===== src/rtl/uart_pkg.sv =====
// Shared definitions for the UART transmit scheduler: frame layout, FSM states
// and the parity/frame builders.
package uart_pkg;

    localparam int FRAME_W = 11;
    localparam logic START_BIT = 1'b0;
    localparam logic STOP_BIT  = 1'b1;
    localparam logic [FRAME_W-1:0] IDLE_FRAME = 11'h7FF;

    typedef enum logic [1:0] {
        IDLE  = 2'd0,
        LOAD  = 2'd1,
        WRITE = 2'd2,
        SEND  = 2'd3
    } sched_state_t;

    function automatic logic calc_parity(input logic [7:0] data, input logic odd);
        return (^data) ^ odd;
    endfunction

    // Bit 0 is the start bit, data LSB sits at bit 1, stop bit at the top.
    function automatic logic [FRAME_W-1:0] build_frame(input logic [7:0] data, input logic odd);
        return {STOP_BIT, calc_parity(data, odd), data, START_BIT};
    endfunction

endpackage


===== src/rtl/uart_tx_scheduler_if.sv =====
// Two-requester valid/ready byte interface feeding the UART transmit scheduler.
interface uart_tx_scheduler_if;

    logic [7:0] req0_data;
    logic       req0_valid;
    logic       req0_ready;
    logic [7:0] req1_data;
    logic       req1_valid;
    logic       req1_ready;

    modport master (
        output req0_data, req0_valid, req1_data, req1_valid,
        input  req0_ready, req1_ready
    );

    modport slave (
        input  req0_data, req0_valid, req1_data, req1_valid,
        output req0_ready, req1_ready
    );

endinterface


===== src/rtl/uart_tick_sync.sv =====
// Brings the asynchronous baud tick into the clk domain and emits a one-clk
// pulse on each rising edge.
module uart_tick_sync (
    input  logic clk,
    input  logic reset,
    input  logic tick_async,
    output logic tick_pulse
);

    logic meta_r;
    logic sync_r;
    logic prev_r;

    // Two-flop synchronizer followed by a delayed copy for edge detection.
    always_ff @(posedge clk or negedge reset) begin
        if (!reset) begin
            meta_r <= 1'b0;
            sync_r <= 1'b0;
            prev_r <= 1'b0;
        end else begin
            meta_r <= tick_async;
            sync_r <= meta_r;
            prev_r <= sync_r;
        end
    end

    assign tick_pulse = sync_r & ~prev_r;

endmodule


===== src/rtl/uart_tx_scheduler.sv =====
// Round-robin scheduler that accepts bytes from two requesters, builds an
// 11-bit UART frame, pulses Tx_WR and holds off until the frame's ticks elapse.
module uart_tx_scheduler
    import uart_pkg::*;
#(
    parameter int unsigned ODD_PARITY  = 0,
    parameter int unsigned FRAME_TICKS = 12
) (
    input  logic               clk,
    input  logic               reset,
    uart_tx_scheduler_if.slave req,
    input  logic               Tx_sample_ENABLE,
    output logic [FRAME_W-1:0] finalBitSequence,
    output logic               Tx_WR,
    output logic               grant_id,
    output logic               sched_busy
);

    localparam logic       ODD_SEL   = (ODD_PARITY != 0);
    localparam logic [3:0] LAST_TICK = 4'(FRAME_TICKS - 1);

    sched_state_t       state_r;
    sched_state_t       state_s;
    logic               last_grant_r;
    logic               grant_id_r;
    logic               tx_wr_r;
    logic               busy_r;
    logic [FRAME_W-1:0] frame_r;
    logic [3:0]         tick_cnt_r;
    logic               tick_pulse_s;
    logic               ready0_s;
    logic               ready1_s;
    logic               sel_s;
    logic               accept_s;
    logic [7:0]         sel_data_s;

    uart_tick_sync u_tick_sync (
        .clk        (clk),
        .reset      (reset),
        .tick_async (Tx_sample_ENABLE),
        .tick_pulse (tick_pulse_s)
    );

    // Round-robin arbitration; ready is gated by reset so nothing is offered while held.
    always_comb begin
        ready0_s = 1'b0;
        ready1_s = 1'b0;
        sel_s    = 1'b0;
        if ((state_r == IDLE) && reset) begin
            if (req.req0_valid && req.req1_valid) begin
                sel_s    = ~last_grant_r;
                ready0_s = last_grant_r;
                ready1_s = ~last_grant_r;
            end else if (req.req0_valid) begin
                sel_s    = 1'b0;
                ready0_s = 1'b1;
            end else if (req.req1_valid) begin
                sel_s    = 1'b1;
                ready1_s = 1'b1;
            end else begin
                sel_s = 1'b0;
            end
        end else begin
            sel_s = 1'b0;
        end
    end

    assign accept_s       = ready0_s | ready1_s;
    assign sel_data_s     = sel_s ? req.req1_data : req.req0_data;
    assign req.req0_ready = ready0_s;
    assign req.req1_ready = ready1_s;

    // Next-state logic for the frame sequencer.
    always_comb begin
        state_s = state_r;
        case (state_r)
            IDLE: begin
                if (accept_s) state_s = LOAD;
                else          state_s = IDLE;
            end
            LOAD:  state_s = WRITE;
            WRITE: state_s = SEND;
            SEND: begin
                if (tick_pulse_s && (tick_cnt_r == LAST_TICK)) state_s = IDLE;
                else                                           state_s = SEND;
            end
            default: state_s = IDLE;
        endcase
    end

    // State register plus registered strobe and busy flag.
    always_ff @(posedge clk or negedge reset) begin
        if (!reset) begin
            state_r <= IDLE;
            tx_wr_r <= 1'b0;
            busy_r  <= 1'b0;
        end else begin
            state_r <= state_s;
            tx_wr_r <= (state_s == WRITE);
            busy_r  <= (state_s != IDLE);
        end
    end

    // Ticks only count in SEND; clearing through WRITE discards any early edge.
    always_ff @(posedge clk or negedge reset) begin
        if (!reset) begin
            tick_cnt_r <= 4'd0;
        end else if (state_r == WRITE) begin
            tick_cnt_r <= 4'd0;
        end else if ((state_r == SEND) && tick_pulse_s) begin
            tick_cnt_r <= tick_cnt_r + 4'd1;
        end else begin
            tick_cnt_r <= tick_cnt_r;
        end
    end

    // Frame and grant are captured only at acceptance and held for the frame.
    always_ff @(posedge clk or negedge reset) begin
        if (!reset) begin
            frame_r      <= IDLE_FRAME;
            grant_id_r   <= 1'b0;
            last_grant_r <= 1'b1;
        end else if (accept_s) begin
            frame_r      <= build_frame(sel_data_s, ODD_SEL);
            grant_id_r   <= sel_s;
            last_grant_r <= sel_s;
        end else begin
            frame_r      <= frame_r;
            grant_id_r   <= grant_id_r;
            last_grant_r <= last_grant_r;
        end
    end

    assign finalBitSequence = frame_r;
    assign Tx_WR            = tx_wr_r;
    assign grant_id         = grant_id_r;
    assign sched_busy       = busy_r;

endmodule


===== src/flat_wrapper.sv =====
// flat-port wrapper written by rule: the top's interface ports become plain ports
module uart_tx_scheduler_flat import uart_pkg::*;
#(
    parameter int unsigned ODD_PARITY  = 0,
    parameter int unsigned FRAME_TICKS = 12
)
  (clk, reset, Tx_sample_ENABLE, finalBitSequence, Tx_WR, grant_id, sched_busy, req_req0_data, req_req0_valid, req_req1_data, req_req1_valid, req_req0_ready, req_req1_ready);
  uart_tx_scheduler_if req_i ();
  input  logic clk;
  input  logic reset;
  input  logic Tx_sample_ENABLE;
  output logic [FRAME_W-1:0] finalBitSequence;
  output logic Tx_WR;
  output logic grant_id;
  output logic sched_busy;
  input wire logic [$bits(req_i.req0_data)-1:0] req_req0_data;
  input wire logic [$bits(req_i.req0_valid)-1:0] req_req0_valid;
  input wire logic [$bits(req_i.req1_data)-1:0] req_req1_data;
  input wire logic [$bits(req_i.req1_valid)-1:0] req_req1_valid;
  output wire logic [$bits(req_i.req0_ready)-1:0] req_req0_ready;
  output wire logic [$bits(req_i.req1_ready)-1:0] req_req1_ready;
  assign req_i.req0_data = req_req0_data;
  assign req_i.req0_valid = req_req0_valid;
  assign req_i.req1_data = req_req1_data;
  assign req_i.req1_valid = req_req1_valid;
  assign req_req0_ready = req_i.req0_ready;
  assign req_req1_ready = req_i.req1_ready;
  uart_tx_scheduler #(.ODD_PARITY(ODD_PARITY), .FRAME_TICKS(FRAME_TICKS)) u_core (.clk(clk), .reset(reset), .req(req_i), .Tx_sample_ENABLE(Tx_sample_ENABLE), .finalBitSequence(finalBitSequence), .Tx_WR(Tx_WR), .grant_id(grant_id), .sched_busy(sched_busy));
endmodule

===== config.mk =====
export PLATFORM = sky130hd
export DESIGN_NAME = uart_tx_scheduler_flat
export DESIGN_NICKNAME = d
export VERILOG_FILES = /design/src/rtl/uart_pkg.sv /design/src/rtl/uart_tx_scheduler_if.sv /design/src/rtl/uart_tick_sync.sv /design/src/rtl/uart_tx_scheduler.sv /design/src/flat_wrapper.sv
export SDC_FILE = /design/constraint.sdc
export NUM_CORES = 1
export LEC_CHECK = 0
export CORE_MARGIN = 1
export CORE_UTILIZATION = 45
export CTS_CLUSTER_DIAMETER = 50
export CTS_CLUSTER_SIZE = 14
export DETAILED_ROUTE_END_ITERATION = 8
export HOLD_SLACK_MARGIN = 0.15
export MAX_ROUTING_LAYER = met4
export PLACE_DENSITY = 0.86
export SLEW_MARGIN = 5
export SYNTH_ARGS = -nofsm -noshare
export SYNTH_HDL_FRONTEND = slang
export SYNTH_SLANG_ARGS = --single-unit

===== constraint.sdc =====
create_clock -name clk -period 1.6 [get_ports clk]
set_input_delay 0.16 -clock clk [delete_from_list [all_inputs] [get_ports clk]]
set_output_delay 0.16 -clock clk [all_outputs]
set_load 0.01 [all_outputs]

==> impl_metrics.env <==
export IMPL_firstDrtPassIters=4
export IMPL_synth_nets=128
export IMPL_slowest_stage="dfstp_2"
export IMPL_grt_max_degree=21
export IMPL_drc=0
export IMPL_die_area_sq_mm=0.00279
export IMPL_clkSinkCount=23
export IMPL_clock_skew_ns=0.00118
export IMPL_grt_pass1_vias=905
export IMPL_holdWs_ns=0.260
export IMPL_area_growth_pct=39.7
export IMPL_initial_core_util_pct=47.3
export IMPL_gp_congestion=0.740
export IMPL_min_period_ns=1.54
export IMPL_maxSlewViolCount=0
export IMPL_max_freq_mhz=648
export IMPL_intPower_mw=1.07
export IMPL_clk_pin_slew_worst_paths_ns=0.12
export IMPL_dr_first_iter_drc_count=20
export IMPL_crit_fanout=2
export IMPL_synthTopCellsByArea="dfrtp_1 26%, dfstp_2 25%, xnor2_1 11%"
export IMPL_place_area_sq_mm=0.00159
export IMPL_io_pins=37
export IMPL_dieHeight_microns=52.8
export IMPL_cts_buffers=3
export IMPL_grt_pass1_wl_microns=3820
export IMPL_yosys_warnings=0
export IMPL_p_sw_mw=0.437
export IMPL_peakVddDrop_uv=579
export IMPL_dp_hpwl_microns=1860
export IMPL_maxCapViolations=0
export IMPL_power_leakage_nw=0.771
export IMPL_worst_endpoint_arrival_ns=1.38
export IMPL_rsz0062_at_grt="no"
export IMPL_cts_tree="yes"
export IMPL_yosysTopAreaCell="dfrtp_1"
export IMPL_synth_area_sq_mm=0.00116
export IMPL_coreArea_sq_mm=0.00245
export IMPL_num_rows=18
export IMPL_final_cell_mix="31 x clkdlybuf4s50_1, 16 x nand2_1, 14 x xnor2_1"
export IMPL_vias_per_cell=5.03
export IMPL_wl_per_cell_microns=13.3
export IMPL_h_tree_depth=1
export IMPL_critical_path_cell_chain="clkdlybuf4s50_1"
export IMPL_io_buffers=35
export IMPL_fin_setup_tns_ns=0
export IMPL_drt_wl_total_microns=2380
export IMPL_antenna_cells=0
export IMPL_grt_overflow=0
export IMPL_grt_antenna_before_repair=0
export IMPL_synth_top_area_share_pct=25.8
export IMPL_hold_viol_final=0
export IMPL_endpoint_kind="output pin"
export IMPL_slowest_delay_ns=0.56
export IMPL_reg2reg_setup_slack_ns=0.13
export IMPL_die_w_microns=52.8
export IMPL_clockPowerShare_pct=17.3
export IMPL_setup_violations=0
export IMPL_period_share_pct=96.5
export IMPL_drive_gt1_share_pct=20.8
export IMPL_crit_required_ns=1.44
export IMPL_p_comb_share_pct=30.6
export IMPL_synthDistinctLibCells=30
export IMPL_final_common_cell="clkdlybuf4s50_1"
export IMPL_power_density_mw_per_mm2=928
export IMPL_r2r_cells=5
export IMPL_status="complete, no violations"
export IMPL_worst_path_buf_inv=1
export IMPL_crit_family="flip-flops"
export IMPL_grt_total_usage_pct=20.0
export IMPL_clock_path_buffers=2
export IMPL_ys_ff_latch=23
export IMPL_post_route_cell_area_sq_mm=0.00162
export IMPL_final_antenna_net_count=0
export IMPL_min_path_type="input pin to async pin"
export IMPL_worst_setup_path_start_kind="register"
export IMPL_syn_avg_cell_area_sq_um=11.0
export IMPL_startpoint="u_core.finalBitSequence[5]"
export IMPL_r2r_start="u_core.tick_cnt_r[1]"
export IMPL_worstSetupPathType="register to output pin"
export IMPL_p_sw_share_pct=29.0
export IMPL_postSynthCellCount=106
export IMPL_fin_nets=172
export IMPL_ys_seq_area_share_pct=50.7
export IMPL_clk_insertion_delay_late_ns=0.30
export IMPL_num_vias=900
export IMPL_root_buffer="clkbuf_4"
export IMPL_share_seq_of_total_power_pct=52.2
export IMPL_reg2reg_to="u_core.sched_busy"
export IMPL_num_fill_cells=203
-- layout make-up --
type	instances	area, sq um	area share (%)
clock inverters	1	5.00	0.308
repair buffers	44	430	26.5
clock buffers	3	22.5	1.39
inverters	4	15.0	0.924
well taps	30	37.5	2.31
flip-flops and latches	23	589	36.3
multi-input cells	74	524	32.3
-- cell families (layout without fill, tap and decap cells) --
logic type / Yosys count / count (layout) / share of synthesized area, %
buffers and inverters: 9 / 52 / 4.41
multiplexers: 10 / 10 / 8.61
adder cells (fa/ha/maj): 1 / 1 / 1.08
AND/OR/NAND/NOR: 30 / 30 / 13.6
AO/OA/AOI/OAI: 18 / 18 / 10.8
other: 1 / 1 / 0.323
XOR/XNOR: 14 / 14 / 10.5
flip-flops: 23 / 23 / 50.7
-- through the flow --
step | std cells | total power, mW | utilization [%] | setup slack, ns
after floorplan | 106 | 1.02 | - | 0.241
after global placement | 174 | 1.22 | 64.6 | -0.157
after detailed placement | 174 | 1.26 | 64.6 | -0.167
after CTS | 178 | 1.52 | 65.9 | -0.0000734
after global routing | 179 | 1.61 | 66.2 | 0.00606
final | 179 | 1.51 | 66.2 | 0.0561
-- synthesized netlist by cell type (all sizes together) --
cell type  instances
nand2             17
xnor2             14
dfrtp             12
dfstp             11
mux2i             10
o21ai              8
nor2               5
buf                4
inv                4
nand4              3
nor2b              3
o2bb2ai            3
a21o               1
a22o               1
a31oi              1
a32oi              1
and2               1
clkbuf             1
conb               1
ha                 1
o211a              1
o211ai             1
o221ai             1
or2                1
-- how the worst max path moves through the flow --
stage / to / slack, ns / depth (start not counted)
global placement: req_req0_ready / -0.16 / 5
global route: finalBitSequence[4] / 0.006 / 1
floorplan: u_core.sched_busy / 0.24 / 5
detailed placement: req_req0_ready / -0.17 / 5
CTS: req_req0_ready / -0.00007 / 5
finish: finalBitSequence[5] / 0.06 / 1
-- metal layers --
metal,vias up,global-route usage [%],part of all wire (%)
met5,-,-,0
met4,0,7.89,0.55
met3,2,3.77,5.5
met2,27,34.6,52
met1,429,22.5,42
li1,442,-,-
-- power by group through the flow --
stage / registers, mW / logic, mW / clock network [mW]
floorplan: 0.815 / 0.205 / 0
global placement: 0.795 / 0.430 / 0
detailed placement: 0.801 / 0.455 / 0
CTS: 0.791 / 0.457 / 0.275
global route: 0.801 / 0.504 / 0.300
finish: 0.787 / 0.461 / 0.260
-- state kept, by name, indices dropped and copies added (netlist names) --
signal and count:
u_core.grant_id 1, u_core.sched_busy 1, u_core.u_tick_sync.sync_r 1, u_core.finalBitSequence 10, u_core.state_r 2, u_core.Tx_WR 1
u_core.u_tick_sync.prev_r 1, u_core.last_grant_r 1, u_core.u_tick_sync.meta_r 1, u_core.tick_cnt_r 4
-- what timing repair did --
item                                    4_1_cts  5_1_grt
resized for setup                             5        5
hold buffers                                  0        0
cloned                                        0        0
pin swaps                                     0        2
endpoints found under the setup margin        2        5
buffers inserted                              0        1
(Power assumes the default switching activity.)
